<file path="config.mk">
export PLATFORM = sky130hd
export DESIGN_NAME = gesture_sequencer
export DESIGN_NICKNAME = d
export VERILOG_FILES = /design/src/rtl/gesture_pkg.sv /design/src/rtl/rr_arb2.sv /design/src/rtl/gesture_sequencer.sv
export SDC_FILE = /design/constraint.sdc
export NUM_CORES = 1
export LEC_CHECK = 0
export ABC_AREA = 1
export CAP_MARGIN = 30
export CORE_ASPECT_RATIO = 1.1
export CORE_MARGIN = 5
export CORE_UTILIZATION = 25
export CTS_CLUSTER_DIAMETER = 60
export DETAILED_ROUTE_END_ITERATION = 12
export GPL_TIMING_DRIVEN = 0
export PLACE_DENSITY = 0.44
export SLEW_MARGIN = 20
export SYNTH_ARGS = -nofsm -noshare
export SYNTH_HDL_FRONTEND = slang
export SYNTH_SLANG_ARGS = --single-unit
</file>
<file path="constraint.sdc">
create_clock -name clk -period 3.54 [get_ports clk]
set_input_delay 0.708 -clock clk [delete_from_list [all_inputs] [get_ports clk]]
set_output_delay 0.708 -clock clk [all_outputs]
set_load 0.1 [all_outputs]
</file>
<file path="src/rtl/gesture_pkg.sv">
// Shared types and constants for the gesture sequencer: FSM states,
// detector symbol encodings and default sizing.
package gesture_pkg;

    typedef enum logic [1:0] {
        ST_IDLE = 2'd0,
        ST_PLAY = 2'd1,
        ST_GAP  = 2'd2,
        ST_RESP = 2'd3
    } state_e;

    typedef logic [1:0] sym_t;

    localparam sym_t SYM_IDLE   = 2'b00;
    localparam sym_t SYM_CLEAR  = 2'b01;
    localparam sym_t SYM_TOGGLE = 2'b10;
    localparam sym_t SYM_SET    = 2'b11;

    localparam int DEF_MAXLEN = 8;
    localparam int DEF_LENW   = 4;
    localparam int DEF_GAP    = 3;

    // Requester index of a one-hot two-bit grant.
    function automatic logic gnt_idx(input logic [1:0] gnt);
        return gnt[1];
    endfunction

endpackage

</file>
<file path="src/rtl/rr_arb2.sv">
// Two-way round-robin arbiter: grants req[ptr] if set, else the other
// requester; on advance the pointer moves to the requester not granted.
module rr_arb2 (
    input  logic       clk,
    input  logic       reset,
    input  logic [1:0] req,
    input  logic       advance,
    output logic [1:0] grant
);

    logic ptr_q;
    logic ptr_d;

    always_comb begin
        grant = 2'b00;
        ptr_d = ptr_q;
        if (req[ptr_q]) begin
            grant = ptr_q ? 2'b10 : 2'b01;
        end else if (req != 2'b00) begin
            // Only the non-favoured requester is asking.
            grant = req;
        end
        if (advance && (grant != 2'b00)) begin
            ptr_d = ~grant[1];
        end
    end

    always_ff @(posedge clk or posedge reset) begin
        if (reset) begin
            ptr_q <= 1'b0;
        end else begin
            ptr_q <= ptr_d;
        end
    end

endmodule

</file>
<file path="src/rtl/gesture_sequencer.sv">
// Shares one gesture detector between two requesters: plays a granted
// sequence onto ain, appends idle symbols, then returns the detector output.
module gesture_sequencer
    import gesture_pkg::*;
#(
    parameter int MAXLEN = DEF_MAXLEN,
    parameter int LENW   = DEF_LENW,
    parameter int GAP    = DEF_GAP
) (
    input  logic                clk,
    input  logic                reset,
    input  logic [1:0]          req,
    input  logic [2*MAXLEN-1:0] seq0,
    input  logic [LENW-1:0]     len0,
    input  logic [2*MAXLEN-1:0] seq1,
    input  logic [LENW-1:0]     len1,
    output logic [1:0]          gnt,
    output logic [1:0]          done,
    output logic                result,
    output logic                busy,
    output logic [1:0]          ain,
    input  logic                det_yout
);

    localparam int SEQW = 2 * MAXLEN;
    localparam int GAPW = $clog2(GAP + 1);
    localparam logic [LENW-1:0] LEN_MAX  = LENW'(MAXLEN);
    localparam logic [GAPW-1:0] GAP_LAST = GAPW'(GAP);

    state_e          state_q, state_d;
    logic [SEQW-1:0] seq_q, seq_d;
    logic [LENW-1:0] len_q, len_d;
    logic [LENW-1:0] idx_q, idx_d;
    logic [GAPW-1:0] gap_q, gap_d;
    logic            owner_q, owner_d;
    logic [1:0]      gnt_q, gnt_d;
    logic [1:0]      done_q, done_d;
    logic            result_q, result_d;
    logic            busy_q, busy_d;
    sym_t            ain_q, ain_d;

    logic [1:0]      arb_gnt;
    logic            arb_advance;
    logic [SEQW-1:0] sel_seq;
    logic [LENW-1:0] sel_len_raw;
    logic [LENW-1:0] sel_len;

    assign arb_advance = (state_q == ST_IDLE);

    rr_arb2 u_arb (
        .clk     (clk),
        .reset   (reset),
        .req     (req),
        .advance (arb_advance),
        .grant   (arb_gnt)
    );

    always_comb begin
        sel_seq     = gnt_idx(arb_gnt) ? seq1 : seq0;
        sel_len_raw = gnt_idx(arb_gnt) ? len1 : len0;
        sel_len     = (sel_len_raw > LEN_MAX) ? LEN_MAX : sel_len_raw;
    end

    // NOTE: every _d gets a default before the case so no path leaves a
    // combinational output unassigned, which would infer a latch.
    always_comb begin
        state_d  = state_q;
        seq_d    = seq_q;
        len_d    = len_q;
        idx_d    = idx_q;
        gap_d    = gap_q;
        owner_d  = owner_q;
        result_d = result_q;
        busy_d   = busy_q;
        gnt_d    = 2'b00;
        done_d   = 2'b00;
        ain_d    = SYM_IDLE;

        unique case (state_q)
            ST_IDLE: begin
                if (arb_gnt != 2'b00) begin
                    gnt_d   = arb_gnt;
                    owner_d = gnt_idx(arb_gnt);
                    busy_d  = 1'b1;
                    len_d   = sel_len;
                    if (sel_len == '0) begin
                        seq_d   = sel_seq;
                        gap_d   = GAPW'(1);
                        state_d = ST_GAP;
                    end else begin
                        // Symbol 0 goes out now; the shifter holds the rest.
                        ain_d   = sel_seq[1:0];
                        seq_d   = sel_seq >> 2;
                        idx_d   = LENW'(1);
                        state_d = ST_PLAY;
                    end
                end
            end
            ST_PLAY: begin
                if (idx_q == len_q) begin
                    gap_d   = GAPW'(1);
                    state_d = ST_GAP;
                end else begin
                    ain_d = seq_q[1:0];
                    seq_d = seq_q >> 2;
                    idx_d = idx_q + LENW'(1);
                end
            end
            ST_GAP: begin
                if (gap_q == GAP_LAST) begin
                    result_d = det_yout;
                    done_d   = owner_q ? 2'b10 : 2'b01;
                    state_d  = ST_RESP;
                end else begin
                    gap_d = gap_q + GAPW'(1);
                end
            end
            ST_RESP: begin
                busy_d  = 1'b0;
                state_d = ST_IDLE;
            end
            default: state_d = ST_IDLE;
        endcase
    end

    // NOTE: state registers use non-blocking assignments so every flop
    // samples the pre-edge values regardless of statement order.
    always_ff @(posedge clk or posedge reset) begin
        if (reset) begin
            state_q  <= ST_IDLE;
            seq_q    <= '0;
            len_q    <= '0;
            idx_q    <= '0;
            gap_q    <= '0;
            owner_q  <= 1'b0;
            gnt_q    <= 2'b00;
            done_q   <= 2'b00;
            result_q <= 1'b0;
            busy_q   <= 1'b0;
            ain_q    <= SYM_IDLE;
        end else begin
            state_q  <= state_d;
            seq_q    <= seq_d;
            len_q    <= len_d;
            idx_q    <= idx_d;
            gap_q    <= gap_d;
            owner_q  <= owner_d;
            gnt_q    <= gnt_d;
            done_q   <= done_d;
            result_q <= result_d;
            busy_q   <= busy_d;
            ain_q    <= ain_d;
        end
    end

    assign gnt    = gnt_q;
    assign done   = done_q;
    assign result = result_q;
    assign busy   = busy_q;
    assign ain    = ain_q;

endmodule
</file>
# == After elaboration in Yosys (flattened, before gate mapping) ==
# Index checks and enable logic that the tools add are counted.
# word_totals
register_bits,38
inputBits,45
word_cells,81
# classes
add_sub_neg,2
order_cmp,2
n_eq_ne,12
mux,37
n_bitwise,1
reduce_logical,15
# ops
cell,count
$mux W16,4
$mux W2,19
$pmux W16 S2,1
$mux W4,5
$ne A2 B2 Y1 const B,7
$pmux W2 S4,1
$pmux W4 S2,1
$reduce_bool A2 Y1,4
$eq A2 B2 Y1 const B,3
$pmux W2 S3,1
$reduce_and A2 Y1,3
$reduce_and A3 Y1,2
$reduce_and A5 Y1,1
$add A4 B1 Y4 const B,1
$eq A4 B4 Y1,1
$gt A4 B4 Y1 const B,1
$logic_not A4 Y1,1
$pmux W2 S2,1
$reduce_and A4 Y1,1
$mux W1,3
$reduce_bool A3 Y1,1
$add A2 B1 Y2 const B,1
$eq A2 B1 Y1 const B,1
$logic_not A2 Y1,1
other kinds (4),4

# == Longest topological paths before layout ==
# logic_depth
word_depth,10
ltp_mapped,13
mapped_depth_nobuf,11

# == By module ==
# A second synthesis with hierarchy kept.
# hier_totals
cells_unflattened,364
area_unflattened_um2,2421.1
# by_module_without_submodules
module,n_inst,cells_per_inst,area_each_um2,seq_area_each_um2
gesture_sequencer,1,355,2357.3,925.9
rr_arb2,1,9,63.8,25.0

# == Least setup slack after synthesis ==
# No wires, ideal clock.
# synth_path
kind,input to register
from,input port req[0]
to,register seq_q[4]
setup_ns,0.116
t_arrival_ns,1.694
path_slack_ns,1.730
stages,13
path_buffers,2
path_cell_list,inv_1 -> nand2_2 -> nand2_2 -> buf_6 -> nand2_4 -> nand2_4 -> nor2_8 -> nand2_4 -> buf_6 -> nand2_1 -> nand3_1 -> nand2_1 -> nand2_1
# synth_between
elab_chain_cells,10
word_cells_on_any_way,16
# synth_lines
item,line,rtl
start: declaration,gesture_sequencer.sv:12,"input logic [1:0] req,"
$reduce_bool A2 Y1 or $mux W1 (tied branches),"rr_arb2.sv:19, rr_arb2.sv:17",
$mux W2 or $mux W1 (tied branches),"rr_arb2.sv:19, rr_arb2.sv:17",
$mux W2 (*),rr_arb2.sv:17,if (req[ptr_q]) begin
$mux W4,gesture_sequencer.sv:60,sel_len_raw = gnt_idx(arb_gnt) ? len1 : len0;
$gt A4 B4 Y1,gesture_sequencer.sv:61,sel_len = (sel_len_raw > LEN_MAX) ? LEN_MAX : sel_len_raw;
$mux W4,gesture_sequencer.sv:61,
$logic_not A4 Y1,gesture_sequencer.sv:86,if (sel_len == '0) begin
$mux W16,gesture_sequencer.sv:86,
$mux W16,gesture_sequencer.sv:81,if (arb_gnt != 2'b00) begin
$pmux W16 S2,gesture_sequencer.sv:79,unique case (state_q)
end signal: assignment,gesture_sequencer.sv:143,seq_q <= seq_d;
end: declaration,gesture_sequencer.sv:31,"logic [SEQW-1:0] seq_q, seq_d;"
# Mark *: on every way between the ends. The rest lies on a longest branch, timed or not. The select of a mux whose other input is x is not followed.
# A chain may end at the register's enable or synchronous reset.

# == Final worst setup path ==
# layout_path
from,register busy_q (netlist: busy)
to,output port busy
# layout_lines
item,line,rtl
start: declaration,gesture_sequencer.sv:39,"logic busy_q, busy_d;"
start signal: assignment,gesture_sequencer.sv:151,busy_q <= busy_d;
end: declaration,gesture_sequencer.sv:20,"output logic busy,"
# No word-level cell between the ends.

==> impl_metrics.tcl <==
set metrics [dict create \
    clkLatencyLatePin_ns 0.29 \
    hold_path_class "flop to flop" \
    clock-skew-final_ns 0.00959 \
    vias 2287 \
    utilization 0.337 \
    grt.met1_usage 0.167 \
    maxCapViolations 0 \
    vdd_ir_drop_max_mv 0.195 \
    cts-root-buf "clkbuf_8" \
    ys_async_sr_fraction 1.00 \
    cts_buffer_depth 2 \
    finalPower_mw 2.52 \
    synth_edf_count 0 \
    gp_congestion 0.736 \
    path_buf_inv 1 \
    fmax_mhz 402 \
    dieHeight_um 112 \
    dp_hpwl_mm 5.44 \
    path_cells "clkdlybuf4s50_1" \
    drtPass1Iterations 4 \
    dp_slack_ns 0.967 \
    dr.first_iter.drc_count 80 \
    cp_slowest_cell "clkdlybuf4s50_1" \
    setup_viol_count_final 0 \
    drc 0 \
    die-area_um2 11500 \
    io_buffers 52 \
    grt_pass1_wl_mm 11.8 \
    area_growth_pct 32.7 \
    htree_num_levels 2 \
    tightest_slew_ns 0.984 \
    yosysMostFrequentCell "nand2_1" \
    yosysTopAreaCellShare 0.402 \
    netlist_area_um2 2360 \
    ioPinCount 53 \
    period_minus_slack_ns 2.49 \
    gr-usage-all-layers 0.130 \
    placed_cell_area_um2 3060 \
    fin_nets 461 \
    yosys-top-cells-count "nand2_1 (156), nand3_1 (43), nor2_1 (42), dfrtp_1 (38), inv_1 (22)" \
    fin_cells 527 \
    ys_ff_latch 38 \
    final.setup.tns_ns 0 \
    synthCells 350 \
    yosysWarnings 0 \
    cts_hold_buf 0 \
    finalCritPeriodShare 0.703 \
    cts_sinks 38 \
    startpoint_type "flop" \
    yosys.area.top_type "dfrtp_1" \
    antenna_found_initial 0 \
    rrSetupSlack_ns 1.59 \
    overflow 0 \
    worst_slack_ns 1.05 \
    cts_buffers 5 \
    crit_type "flop to output port" \
    holdWs_ns 0.423 \
    cp_top_family "buffers and inverters" \
    synth_seq_area_share 0.402 \
    diodes 0 \
    stdcell_area_um2 3140 \
    placedCellCount 520 \
    synthFlopType "dfrtp_1" \
    via_per_inst 4.34 \
    groute.layer.met3.usage 0.0332 \
    avgSynthCellArea_um2 6.75 \
    start_util 0.254 \
    worst_ep_arrival_time_ns 1.78 \
    p_leak_nw 1.62 \
    run_status "finished clean" \
    busiest_layer "met2" \
    grt_pass1_vias 2358 \
    met2_usage 0.217 \
    cts_tree "built" \
    layout-drive-gt1-share 0.0756 \
    critPathCaptureType "output port" \
    coreArea_um2 9310 \
    die_w_um 103 \
    worstPathRequired_ns 2.83 \
    synth.distinct_cells 26 \
    drtAntennaViolNets 0 \
    grt_start_max_net_pins 21 \
    wl_per_cell_um 13.0 \
    slew_viol_final 0 \
    wirelength_mm 6.88 \
    rows 37 \
    cts_resized 0 \
    ys_top_cells_by_area "dfrtp_1 (40%), nand2_1 (25%), nand3_1 (9.1%)" \
    clk_pin_slew_ns 0.07 \
    powerDensity_nw_per_um2 803 \
    rsz0062_at_grt "no" \
    slew_headroom 0.342 \
    finalHoldViolCount 0 \
    critPathMaxFanout 2 \
    cts_setup_buffers 0 \
    max_stage_delay_ns 1.14 \
    synth_nets 401 \
]
kinds of logic after synthesis:
logic type	synth area share
mux	0.00476
xor+xnor	0.00371
fa+ha+maj	0.0318
flops	0.402
compound gates	0.0339
simple gates	0.454
buf+inv	0.0699
state kept, by name, summed over array words and instances, names as in the netlist:
name	cells
busy	1
done	2
u_arb.ptr_q	1
owner_q	1
result	1
state_q	2
gnt	2
len_q	4
ain	2
gap_q	2
seq_q	16
idx_q	4
path summary, 6_finish.rpt:
kind | cells after the start | to | start
min in group asynchronous | 2 | idx_q[2] | reset
worst min register to register | 1 | done[0] | owner_q
worst max register to register | 8 | len_q[1] | state_q[0]
max in group asynchronous | 3 | seq_q[1] | reset
worst min-delay path | 1 | done[0] | owner_q
worst max-delay path | 1 | busy | busy
cells in the final DEF (no fill, tap or decap), drive strengths merged:
cell	synthesis	layout
a21oi	2	2
buf	11	12
clkbuf	2	7
clkdlybuf4s50	0	52
clkinv	0	2
dfrtp	38	38
ha	6	6
inv	23	23
mux2	1	1
nand2	163	163
nand3	44	44
nand3b	1	1
nand4	1	1
nor2	44	44
o211ai	1	1
o21ai	10	10
o22ai	2	2
xor2	1	1
cell type report:
type / count / area (um^2)
buffer: 13 / 78.8
clock buffer: 5 / 68.8
clock inverter: 2 / 10.0
fill: 1032 / 6170
inverter: 23 / 86.3
multi-input combinational: 276 / 1250
sequential: 38 / 951
tap: 117 / 146
timing repair buffer: 53 / 548
per-layer routing:
| layer | vias up | wire length [um] |
|---|---|---|
| met3 | 6 | 317 |
| met5 | - | 0 |
| met2 | 45 | 3310 |
| li1 | 1210 | - |
| met4 | 0 | 80 |
| met1 | 1026 | 3170 |
power by group:
group          internal, mW  leakage [nW]  switching [mW]
logic                 0.481          1.10            1.01
registers             0.624         0.477           0.109
clock network         0.132        0.0438           0.159
total                  1.24          1.62            1.28
No activity file was read; power rests on OpenSTA's default activity.
